==> config.mk <==
export PLATFORM = sky130hd
export DESIGN_NAME = code_lock_ctrl
export DESIGN_NICKNAME = d
export VERILOG_FILES = /design/src/rtl/code_lock_ctrl.sv
export SDC_FILE = /design/constraint.sdc
export NUM_CORES = 1
export LEC_CHECK = 0
export CAP_MARGIN = 20
export CORE_UTILIZATION = 49
export DETAILED_ROUTE_END_ITERATION = 8
export PLACE_DENSITY = 0.84
export SYNTH_ARGS = -nofsm -noshare
export SYNTH_HDL_FRONTEND = slang
export SYNTH_SLANG_ARGS = --single-unit
==> constraint.sdc <==
create_clock -name clk -period 2.1 [get_ports clk]
set_input_delay 0.525 -clock clk [delete_from_list [all_inputs] [get_ports clk]]
set_output_delay 0.525 -clock clk [all_outputs]
set_load 0.005 [all_outputs]
==> src/rtl/code_lock_ctrl.sv <==
// rtl/code_lock_ctrl.sv - switch-code lock with failed-attempt lockout and 7-seg/LED status
// Optional two-press code change with confirmation: define CODE_LOCK_CONFIRM_EN.
module code_lock_ctrl #(
    parameter int                CODE_W         = 10,
    parameter logic [CODE_W-1:0] RESET_CODE     = '0,
    parameter int                MAX_TRIES      = 3,
    parameter int                LOCKOUT_CYCLES = 250000000,
    parameter int                BLINK_BIT      = 24
) (
    input  logic              clk,
    input  logic              rst,
    input  logic              key_check_n,
    input  logic              key_set_n,
    input  logic [CODE_W-1:0] sw,
    output logic [9:0]        led,
    output logic [7:0]        hex0,
    output logic [7:0]        hex1,
    output logic [7:0]        hex2,
    output logic [7:0]        hex3,
    output logic [7:0]        hex4
);

    localparam int FAIL_W  = $clog2(MAX_TRIES + 1);
    localparam int TMR_W   = $clog2(LOCKOUT_CYCLES + 1);
    localparam int BLINK_W = BLINK_BIT + 1;

    localparam logic [7:0] SEG_OFF = 8'hFF;
    localparam logic [7:0] SEG_E   = 8'b1000_0110;
    localparam logic [7:0] SEG_R   = 8'b1010_1111;
    localparam logic [7:0] SEG_O_L = 8'b1010_0011;
    localparam logic [7:0] SEG_S   = 8'b1001_0010;
    localparam logic [7:0] SEG_T   = 8'b1000_0111;
    localparam logic [7:0] SEG_L   = 8'b1100_0111;
    localparam logic [7:0] SEG_O_U = 8'b1100_0000;
    localparam logic [7:0] SEG_C   = 8'b1100_0110;
    localparam logic [7:0] SEG_DP  = 8'b0111_1111;

    typedef enum logic [2:0] {
        S_LOCKED,
        S_ERROR,
        S_OPEN,
        S_SET,
        S_LOCKOUT
`ifdef CODE_LOCK_CONFIRM_EN
        , S_CONFIRM
`endif
    } state_t;

    state_t              state;
    logic [CODE_W-1:0]   code;
    logic [FAIL_W-1:0]   fail_cnt;
    logic [TMR_W-1:0]    timer;
    logic [BLINK_W-1:0]  blink_cnt;
`ifdef CODE_LOCK_CONFIRM_EN
    logic [CODE_W-1:0]   pend_code;
`endif

    // [0] metastability flop, [1] synchronised level, [2] previous level
    logic [2:0] chk_sr;
    logic [2:0] set_sr;
    logic       chk_p;
    logic       set_p;
    logic [FAIL_W:0] fail_nxt;

    assign chk_p    = chk_sr[2] & ~chk_sr[1];
    assign set_p    = set_sr[2] & ~set_sr[1];
    assign fail_nxt = {1'b0, fail_cnt} + (FAIL_W + 1)'(1);

    always_ff @(posedge clk) begin
        if (rst) begin
            chk_sr <= 3'b111;
            set_sr <= 3'b111;
        end else begin
            chk_sr <= {chk_sr[1:0], key_check_n};
            set_sr <= {set_sr[1:0], key_set_n};
        end
    end

    always_ff @(posedge clk) begin
        if (rst) begin
            state     <= S_LOCKED;
            code      <= RESET_CODE;
            fail_cnt  <= '0;
            timer     <= '0;
            blink_cnt <= '0;
`ifdef CODE_LOCK_CONFIRM_EN
            pend_code <= RESET_CODE;
`endif
            led       <= '0;
            hex0      <= SEG_OFF;
            hex1      <= SEG_OFF;
            hex2      <= SEG_OFF;
            hex3      <= SEG_OFF;
            hex4      <= SEG_OFF;
        end else begin
            blink_cnt <= blink_cnt + BLINK_W'(1);

            // Display follows the state held before this edge
            led  <= '0;
            hex0 <= SEG_OFF;
            hex1 <= SEG_OFF;
            hex2 <= SEG_OFF;
            hex3 <= SEG_OFF;
            hex4 <= SEG_OFF;
            case (state)
                S_LOCKED: led <= {10{blink_cnt[BLINK_BIT]}};
                S_ERROR: begin
                    led  <= {10{blink_cnt[BLINK_BIT]}};
                    hex4 <= SEG_E;
                    hex3 <= SEG_R;
                    hex2 <= SEG_R;
                    hex1 <= SEG_O_L;
                    hex0 <= SEG_R;
                end
                S_OPEN: led <= 10'b00_0000_0011;
                S_SET: begin
                    hex2 <= SEG_S;
                    hex1 <= SEG_E;
                    hex0 <= SEG_T;
                end
                S_LOCKOUT: begin
                    led  <= '1;
                    hex4 <= SEG_L;
                    hex3 <= SEG_O_U;
                    hex2 <= SEG_C;
                end
`ifdef CODE_LOCK_CONFIRM_EN
                S_CONFIRM: begin
                    hex2 <= SEG_S & SEG_DP;
                    hex1 <= SEG_E & SEG_DP;
                    hex0 <= SEG_T & SEG_DP;
                end
`endif
                default: led <= '0;
            endcase

            if (state == S_LOCKOUT) begin
                if (timer != '0) begin
                    timer <= timer - TMR_W'(1);
                end
                if (timer <= TMR_W'(1)) begin
                    state    <= S_LOCKED;
                    fail_cnt <= '0;
                end
            end else if (chk_p ^ set_p) begin
                case (state)
                    S_LOCKED, S_ERROR: begin
                        if (set_p) begin
                            state <= S_ERROR;
                        end else if (sw == code) begin
                            state    <= S_OPEN;
                            fail_cnt <= '0;
                        end else if (fail_nxt >= (FAIL_W + 1)'(MAX_TRIES)) begin
                            state    <= S_LOCKOUT;
                            timer    <= TMR_W'(LOCKOUT_CYCLES);
                            fail_cnt <= FAIL_W'(MAX_TRIES);
                        end else begin
                            state    <= S_ERROR;
                            fail_cnt <= fail_nxt[FAIL_W-1:0];
                        end
                    end
                    S_OPEN, S_SET: begin
                        if (set_p) begin
`ifdef CODE_LOCK_CONFIRM_EN
                            pend_code <= sw;
                            state     <= S_CONFIRM;
`else
                            code      <= sw;
                            state     <= S_SET;
`endif
                        end else if (sw == code) begin
                            state <= S_OPEN;
                        end else begin
                            state    <= S_ERROR;
                            fail_cnt <= FAIL_W'(1);
                        end
                    end
`ifdef CODE_LOCK_CONFIRM_EN
                    S_CONFIRM: begin
                        if (set_p && sw == pend_code) begin
                            code  <= pend_code;
                            state <= S_SET;
                        end else begin
                            state <= S_OPEN;
                        end
                    end
`endif
                    default: state <= S_LOCKED;
                endcase
            end
        end
    end

endmodule

==> flow_summary.ini <==
[outcome]
run_status = completed

[timing]
slew_headroom_pct = 59.46
slew_violations = 0
hold_ws_ns = 0.4165
post-route-period-util_pct = 98.01
setup_tns_ns = 0
worst_clock_skew_ns = 0.008029
fmax_mhz = 485.9
fin_crit_ns = 2.058
final-hold-violation-count = 0
finalSetupViolations = 0
tightest_slew_ns = 0.6017

[detailed_routing]
wl_per_cell_um = 15.38
wirelength_mm = 10.36
dr.pass1.iters = 5
dr_total_vias = 3959
ant_nets = 0
vias_per_cell = 5.874
first_iter_violations = 371
post-route-drc-count = 0

[cts]
cts.sinks = 85
root_buffer = clkbuf_8
cts_tree = yes
path_clk_slew_ns = 0.09
cts.htree.levels = 3
worstSkewPairLatency_ns = 0.37
cts_hold_buf = 0
cts_inserted_buffers = 9
cts_buffer_depth = 2

[synth]
yosysSeqAreaShare_pct = 38.63
synth_seq_cells = 85
ys.flop_type = dfxtp_1
netlist_area_um2 = 4405
synth_xor_area_share_pct = 5.765
synth_fa_ha_area_share_pct = 1.136
ys_async_sr_fraction_pct = 0
synth_top_family_by_area = simple AND/OR/NAND/NOR gates
synth_common_cells = 85 x dfxtp_1, 42 x nor2_1, 40 x buf_4, 27 x a21oi_1, 27 x nand2_1
synth_compound_area_share_pct = 17.78
synth_cells = 501
yosysTopAreaCellShare_pct = 38.63
synth_most_common_cell = dfxtp_1
yosysWarningCount = 0
synthDistinctLibCells = 67
synthSimpleGateAreaFrac_pct = 23.86
muxShareOfSynthArea_pct = 2.499
syn_avg_cell_area_um2 = 8.793
yosys.area.top_type = dfxtp_1
synthTopCellsByArea = dfxtp_1 39%, buf_4 6.8%, nor2_1 3.6%
synth_edf_count = 0

[floorplanning]
die_y_um = 96.82
die-area_um2 = 9374
die_w_um = 96.82
ios = 64
start_util_pct = 50.52
core_area_um2 = 8721
fp-row-count = 34

[critical_path]
crit_required_ns = 2.37
worstSetupEndpointType = register
crit_arrival_ns = 2.33
crit_fanout = 21
cpPeakStageDelay_ns = 0.44
worstPathCellList = clkdlybuf4s50_1 -> xor2_1 -> nor4_2 -> buf_4 -> a31o_2 -> a21oi_2 -> buf_12 -> a311oi_1
critPathKind = input port to register
start_kind = input port
crit_slowest_cell = clkdlybuf4s50_1

[placed_design]
place_hpwl_mm = 7.236
dp.cells = 655
portBuffers = 51
gp_congestion = 0.9660
place_area_um2 = 5046

[cells_and_area]
nNetsFinal = 579
nFillCells = 695
drive_gt1_share_pct = 19.08
stdcell_count = 674
fin_area_um2 = 5341
syn_to_final_growth_pct = 21.24
diodes = 0

[global_route]
overflow = 0
grt_max_degree = 38
first_global_vias = 3824
grt_usage_pct = 22.17
antenna_found_initial = 0
grt_pass1_wl_mm = 17.06

[power]
ir_drop_mv = 0.4933
total_power_w = 0.002908
p_per_area_nw_per_um2 = 544.4
static-leakage-power_nw = 1.983

[hold_path]
min_path_type = register to register

[job]
drv_cap = 0
## final timing paths
| check | from | end | slack [ns] | depth (start not counted) |
|---|---|---|---|---|
| worst min-delay path | set_sr[0]$_SDFF_PP1_ | set_sr[1]$_SDFF_PP1_ | 0.42 | 1 |
| worst max register to register | timer[2]$_SDFFE_PP0P_ | timer[5]$_SDFFE_PP0P_ | 0.06 | 6 |
| worst max-delay path | sw[9] | timer[5]$_SDFFE_PP0P_ | 0.04 | 8 |
| worst min register to register | set_sr[0]$_SDFF_PP1_ | set_sr[1]$_SDFF_PP1_ | 0.42 | 1 |
## cells in the final DEF, fill, tap and decap left out, types with 6 or more instances in the layout
master and count:
mux2i_1 11, buf_4 47, clkdlybuf4s50_1 50, clkbuf_8 9, inv_1 13, nor2_1 42, and2_1 6, nor3_1 12
a31oi_1 7, conb_1 12, nor4_1 10, nor2b_1 6, a21oi_1 26, o21ai_0 17, xnor2_1 12, nand2_1 27
dfxtp_1 82, nand4_1 7, or2_2 10, nand3_1 18, or3_1 14, xor2_1 17
## power breakdown
group	leakage, nW	total [W]	switching [W]	internal [W]
Sequential	0.689	0.00164	0.0000156	0.00163
Combinational	1.20	0.000179	0.0000893	0.0000894
Clock	0.0906	0.00108	0.000641	0.000444
## repair_timing
| item | 4_1_cts | 5_1_grt |
|---|---|---|
| pin swaps | 0 | 2 |
| buffers inserted | 0 | 2 |
| gates resized for setup | 1 | 20 |
| setup endpoints to repair | 2 | 32 |
| gates cloned | 0 | 1 |
## sequential cells by signal (all words and copies together), names as in the netlist, 3 cells and up
register / count
hex1: 3
chk_sr: 3
state: 3
timer: 28
hex2: 3
blink_cnt: 25
set_sr: 3
code: 10
## per-layer routing
layer | share of wire, % | global-route usage [%] | vias to the layer above
met4 | 2.5 | 9.874 | 0
met5 | 0 | 0 | -
li1 | - | - | 1885
met1 | 41 | 25.55 | 1864
met2 | 50 | 38.62 | 182
met3 | 6.5 | 5.491 | 28
## stage by stage
step	util [%]	setup WS (ns)
final	61.25	0.04189
after global routing	61.25	-0.05640
after CTS	60.00	0.01040
after detailed placement	57.86	-0.3592
after global placement	57.86	-0.2847
after floorplan	-	0.06731
## kinds of logic (layout without fill, tap and decap cells)
group / after synthesis / in the layout
xor gates and xnor gates: 29 / 29
muxes: 11 / 11
AOI/OAI and AO/OA: 108 / 108
adders and majority gates: 4 / 4
and+or+nand+nor: 187 / 187
buffers and inverters: 76 / 130
DFF: 85 / 85
other: 1 / 12
## worst max-delay path, delay by kind of cell
family / cells / cell delay (ns)
buffers and inverters: 3 / 0.80
xor gates and xnor gates: 1 / 0.17
and+or+nand+nor: 1 / 0.29
AOI/OAI and AO/OA: 3 / 0.55
## cell type report
type	instances	area, um2	area share (%)
Tap cell	108	135.1	2.530
Sequential cell	85	1705	31.93
Timing Repair Buffer	100	883.3	16.54
Clock buffer	9	123.9	2.319
Clock inverter	7	56.30	1.054
Inverter	14	52.55	0.9838
Multi-Input combinational cell	351	2385	44.65
No activity file was read; power rests on OpenSTA's default activity.
